File: config.mk
export PLATFORM = sky130hd
export DESIGN_NAME = divider_4xn
export DESIGN_NICKNAME = d
export VERILOG_FILES = /design/src/rtl/divider_4xn.sv
export SDC_FILE = /design/constraint.sdc
export NUM_CORES = 1
export LEC_CHECK = 0
export ABC_AREA = 1
export BUFFER_PORTS_ARGS = -buffer_cell sky130_fd_sc_hd__buf_4
export CORE_MARGIN = 3
export CORE_UTILIZATION = 45
export CTS_BUF_LIST = sky130_fd_sc_hd__clkbuf_2 sky130_fd_sc_hd__clkbuf_4 sky130_fd_sc_hd__clkbuf_8
export CTS_CLUSTER_SIZE = 24
export DETAILED_ROUTE_END_ITERATION = 6
export GPL_ROUTABILITY_DRIVEN = 0
export GPL_TIMING_DRIVEN = 0
export PLACE_DENSITY = 0.77
export SYNTH_ARGS = -nofsm -noshare
export SYNTH_HDL_FRONTEND = slang
export SYNTH_SLANG_ARGS = --single-unit
export TNS_END_PERCENT = 100
File: constraint.sdc
create_clock -name clk -period 2.37 [get_ports clk]
set_clock_uncertainty 0.1 [all_clocks]
set_input_delay 0.3555 -clock clk [delete_from_list [all_inputs] [get_ports clk]]
set_output_delay 0.3555 -clock clk [all_outputs]
set_load 0.02 [all_outputs]
File: src/rtl/divider_4xn.sv
// Sequential restoring divider: (N+4)-bit dividend / 4-bit divisor, one quotient bit per clock.
// Optional macro DIV4XN_ZERO_DETECT_EN short-circuits a zero divisor and raises div_zero.
module divider_4xn #(
    parameter int unsigned N = 16
) (
    input  logic         clk,
    input  logic         rst_n,
    input  logic         start,
    input  logic [N+3:0] dividend,
    input  logic [3:0]   divisor,
    output logic         ready,
    output logic         done,
    output logic [N+3:0] quotient,
    output logic [3:0]   remainder,
    output logic         div_zero
);

    localparam int unsigned W  = N + 4;
    localparam int unsigned CW = $clog2(W + 1);

    typedef enum logic [1:0] {IDLE, RUN, DONE} state_t;

    state_t          state_q, state_d;
    logic [W-1:0]    dvd_q, dvd_d;
    logic [3:0]      dvs_q, dvs_d;
    logic [CW-1:0]   cnt_q, cnt_d;
    logic [3:0]      rem_q, rem_d;
    logic [W-1:0]    quo_q, quo_d;
    logic [3:0]      remo_q, remo_d;

    logic [4:0]      r_shift;
    logic            r_ge;
    logic [3:0]      r_next;

`ifdef DIV4XN_ZERO_DETECT_EN
    logic            dz_q, dz_d;
`endif

    // Quotient bits shift into the vacated LSBs of the dividend register.
    always_comb begin
        r_shift = {rem_q, dvd_q[W-1]};
        r_ge    = (r_shift >= {1'b0, dvs_q});
        r_next  = r_ge ? 4'(r_shift - {1'b0, dvs_q}) : r_shift[3:0];
    end

    always_comb begin
        state_d = state_q;
        dvd_d   = dvd_q;
        dvs_d   = dvs_q;
        cnt_d   = cnt_q;
        rem_d   = rem_q;
        quo_d   = quo_q;
        remo_d  = remo_q;
`ifdef DIV4XN_ZERO_DETECT_EN
        dz_d    = dz_q;
`endif
        unique case (state_q)
            IDLE, DONE: begin
                if (start) begin
                    dvd_d   = dividend;
                    dvs_d   = divisor;
                    cnt_d   = CW'(W);
                    rem_d   = '0;
                    state_d = RUN;
`ifdef DIV4XN_ZERO_DETECT_EN
                    if (divisor == 4'd0) begin
                        state_d = DONE;
                        quo_d   = '1;
                        remo_d  = '0;
                        dz_d    = 1'b1;
                    end else begin
                        dz_d    = 1'b0;
                    end
`endif
                end else begin
                    state_d = IDLE;
                end
            end
            RUN: begin
                dvd_d = {dvd_q[W-2:0], r_ge};
                rem_d = r_next;
                cnt_d = cnt_q - CW'(1);
                if (cnt_q == CW'(1)) begin
                    state_d = DONE;
                    quo_d   = {dvd_q[W-2:0], r_ge};
                    remo_d  = r_next;
                end
            end
            default: state_d = IDLE;
        endcase
    end

    always_ff @(posedge clk or negedge rst_n) begin
        if (!rst_n) begin
            state_q <= IDLE;
            dvd_q   <= '0;
            dvs_q   <= '0;
            cnt_q   <= '0;
            rem_q   <= '0;
            quo_q   <= '0;
            remo_q  <= '0;
        end else begin
            state_q <= state_d;
            dvd_q   <= dvd_d;
            dvs_q   <= dvs_d;
            cnt_q   <= cnt_d;
            rem_q   <= rem_d;
            quo_q   <= quo_d;
            remo_q  <= remo_d;
        end
    end

`ifdef DIV4XN_ZERO_DETECT_EN
    always_ff @(posedge clk or negedge rst_n) begin
        if (!rst_n) dz_q <= 1'b0;
        else        dz_q <= dz_d;
    end
    assign div_zero = dz_q;
`else
    assign div_zero = 1'b0;
`endif

    assign ready     = (state_q == IDLE) || (state_q == DONE);
    assign done      = (state_q == DONE);
    assign quotient  = quo_q;
    assign remainder = remo_q;

endmodule
Yosys cells after proc, flatten, opt, wreduce, memory -nomap -nowiden
Cells that the tools add are included.

cells by class
  add/subtract/negate cells = 2
  $lt $le $gt $ge = 1
  equality and inequality tests = 5
  multiplexer cells = 10
  reduce and logical (&&, ||, !) cells = 7

operators with widths
  kind                   number
  $pmux W20 S2           1
  $mux W20               1
  $pmux W5 S2            1
  $mux W4                2
  $pmux W4 S2            1
  $reduce_and A2 Y1      3
  $eq A5 B1 Y1 const B   1
  $ge A5 B4 Y1           1
  $mux W5                1
  $sub A5 B1 Y5 const B  1
  $ne A2 B2 Y1 const B   2
  $pmux W2 S2            1
  $sub A4 B4 Y4          1
  $eq A2 B1 Y1 const B   1
  $eq A2 B2 Y1 const B   1
  $logic_not A2 Y1       1
  $mux W2                1
  $reduce_bool A2 Y1     1
  $reduce_or A2 Y1       1
  $logic_or A1 B1 Y1     1
  $mux W1                1

storage, ports and cells
  register bits after elaboration = 59
  output and inout bits = 27

Longest topological paths before layout
  depth after elaboration = 4
  depth in mapped cells = 12
  gate-level depth less buffers = 12

Least setup slack after synthesis
No wires, ideal clock.

  path type = register to register
  from = register dvd_q[19]
  to = register rem_q[2]
  setup time = 119 ps
  arrival = 1,321 ps
  data required time = 2,151 ps
  path slack = 831 ps
  stages on the path, launching flop included = 9
  cells stage by stage = dfrtp_1 inv_1 ha_1 inv_1 fa_1 xnor2_1 nand2_1 nand3_1 nand2_1

between the ends
  word-level cells in the longest chain between the ends = 3
  elaborated cells on any way between the ends = 4
  classes of those cells = add/sub: 1; order compare: 1; mux: 2

RTL lines
  what                                                  RTL line  RTL
  start, declared                                       24        logic [W-1:0] dvd_q, dvd_d;
  start signal, assigned                                104       dvd_q <= dvd_d;
  $sub A4 B4 Y4 / $ge A5 B4 Y1 (equally long branches)  43, 42
  $mux W4 (*)                                           43        r_next = r_ge ? 4'(r_shift - {1'b0, dvs_q}) : r_shift[3:0];
  $pmux W4 S2 (*)                                       57        unique case (state_q)
  end signal, assigned                                  107       rem_q <= rem_d;
  end, declared                                         27        logic [3:0] rem_q, rem_d;

Mark *: on every way between the ends. The rest lies on a longest branch, timed or not.
A chain may end at the register's enable or synchronous reset.

Worst setup path after layout
Ends and elaborated chain as after synthesis.

==> results.yml <==
flow_run:
  max-cap-violations: 0
power_and_ir_drop:
  power.leakage_nw: 1.74
  switching_power_mw: 2.06
  vdd_drop_max_mv: 0.551
  power_mw: 5.06
  clkPwrFrac_pct: 18.3
  p_int_mw: 3.00
  power.share.sequential_pct: 34.2
  p_sw_share_pct: 40.6
  power.density_nw_per_um2: 1480
  p_comb_share_pct: 47.5
yosys:
  syn_area_sq_um: 2740
  syn_inst: 277
  netlist_top_cells_count: "nand2_1, dfrtp_1, inv_1, o21ai_2, o221ai_1"
  yosysTopAreaCell: "dfrtp_1"
  yosysMostFrequentCell: "nand2_1"
  yosysWarnings: 0
  synth_area_leaders: "dfrtp_1, nand2_1, o21ai_2"
  synth_seq_cells: 59
  synth-edff-count: 0
  synth.top_cell.area_share_pct: 53.9
  synth_async_sr_flop_share_pct: 100
  ys_seq_area_share_pct: 53.9
  synth_nets: 311
  synth-main-ff-cell: "dfrtp_1"
  ys_types: 32
  postSynthAreaPerCell_sq_um: 9.90
timing:
  fin_crit_sh_pct: 74.5
  rsz0062_at_grt: "no"
  finalSetupTns_ns: 0
  fin_crit_ns: 1.77
  hold_viol: 12
  setup_ws_ns: 0.603
  max_freq_mhz: 566
  slew_viol_final: 0
  slew_headroom_pct: 51.2
  setup_viol: 0
  tightest_slew_ns: 0.732
  hold_slack_ns: -0.0143
floorplanning:
  die-height_microns: 84.1
  fp-row-count: 27
  start_util_pct: 48.0
  dieArea_sq_um: 7060
  num_io_pins: 54
  die_w_microns: 84.1
  core-area_sq_um: 5710
final_layout:
  seq_area_sq_um: 1480
  multiInputGateArea_sq_um: 1020
  fillers: 491
  drive_gt1_share_pct: 34.6
  final_cell_area_sq_um: 3420
  final_net_count: 374
  postLayoutCoreUtil_pct: 60.0
  final_cells: 416
  area.growth.synth_to_final_pct: 24.9
  antenna_cells: 0
grt:
  grt_usage_pct: 17.2
  grt_max_degree: 60
  overflow: 0
  first_global_vias: 2054
  grt_pass1_wl_microns: 9610
  antenna_found_initial: 0
critical_path:
  r2r-end: "rem_q[2]"
  rrSetupSlack_ns: 0.60
  arrival_ns: 1.88
  start_kind: "flip-flop"
  cp_data_required_time_ns: 2.48
  crit_path_end_kind: "flip-flop"
  crit_type: "flip-flop to flip-flop"
  worstPathMaxFanout: 3
  r2r_start: "dvd_q[19]"
  ff2ff_path_depth: 8
cts:
  clock-sinks: 59
  clk_path_buf_depth: 2
  hold_buffers: 0
  cts-resized-gates: 0
  clk_latency_ns: 0.33
  cts_root_buf: "clkbuf_8"
  cts_tree: "done"
  cts_made_buffers: 9
  cts_setup_buffers: 0
  htreeDepth: 3
  clk_pin_slew_ns: 0.06
routing:
  drt_iter0_drc: 114
  vias_per_cell: 4.98
  wire_per_inst_microns: 13.3
  route.detailed.drc: 0
  ant_nets: 0
  dr.pass1.iters: 4
  wl_microns: 5530
  vias: 2071
run_status:
  violations: "negative hold slack"
  status: "finished, violations left"
placed_design:
  post-place-ws_ns: 0.584
  numPortBuffers: 52
  dp_cells: 401
  dpl_cell_area_sq_um: 3220
  detailed_place_hpwl_microns: 3980
hold_path:
  hold_class: "input pin to async pin"
[layout make-up]
class / instances / area share [%]
clock inverters: 2 / 1.02
repair buffers: 52 / 11.4
plain buffers: 12 / 2.81
multi-input cells: 167 / 29.7
inverters: 39 / 4.42
flip-flops and latches: 59 / 43.1
clock buffers: 13 / 4.86
well taps: 72 / 2.63
[cells in the final DEF (no fill, tap or decap), types with 3 or more instances in the layout]
| cell type | n |
|---|---|
| o21ai_1 | 4 |
| inv_1 | 35 |
| nand2_1 | 70 |
| nand3_1 | 10 |
| dfrtp_1 | 59 |
| nor2_1 | 3 |
| buf_6 | 6 |
| o221ai_1 | 19 |
| clkbuf_8 | 11 |
| o21ai_0 | 4 |
| o21ai_2 | 19 |
| buf_4 | 53 |
| nand2_2 | 16 |
| ha_1 | 6 |
[power groups by stage]
stage	Sequential [mW]	Combinational [mW]	Clock (mW)
global placement	1.73	2.34	0
finish	1.73	2.40	0.926
global route	1.80	2.70	0.995
CTS	1.73	2.43	0.944
floorplan	1.92	1.53	0
detailed placement	1.74	2.42	0
[worst max-delay path: stages (launching register included)]
cell	delay, ns
dfrtp_1	0.36
inv_1	0.11
ha_1	0.19
inv_1	0.07
fa_1	0.37
xnor2_1	0.21
nand2_1	0.10
nand3_1	0.08
nand2_1	0.07
[kinds of logic (layout without fill, tap and decap cells)]
kind of cell    count (synthesis)  after routing  share of synthesized area (%)
compound gates                 51             51                           14.8
xor+xnor                        1              1                          0.320
fa+ha+maj                       7              7                           3.47
buf+inv                        51            118                           9.04
flops                          59             59                           53.9
other cells                     1              1                          0.137
simple gates                  107            107                           18.4
[worst max-delay path by stage]
stage | depth (start not counted) | from | endpoint | slack, ns
CTS | 8 | dvd_q[19] | rem_q[2] | 0.57
finish | 8 | dvd_q[19] | rem_q[2] | 0.60
detailed placement | 8 | dvd_q[19] | rem_q[2] | 0.58
global placement | 8 | dvd_q[19] | rem_q[2] | 0.69
global route | 8 | dvd_q[19] | rem_q[2] | 0.48
floorplan | 8 | dvd_q[19] | rem_q[2] | 0.83
[flip-flops by register name (all words and copies together) (netlist names)]
signal / count
remainder: 4
rem_q: 4
quotient: 20
dvd_q: 20
dvs_q: 4
cnt_q: 5
state_q: 2
[per-layer routing]
layer,vias to the layer above,part of all wire (%),track usage [%]
li1,1034,-,-
met3,11,4.2,3.46
met4,0,2.4,10.1
met1,978,46,23.2
met5,-,0,0
met2,48,47,25.5
Power figures use the tool's default switching activity.
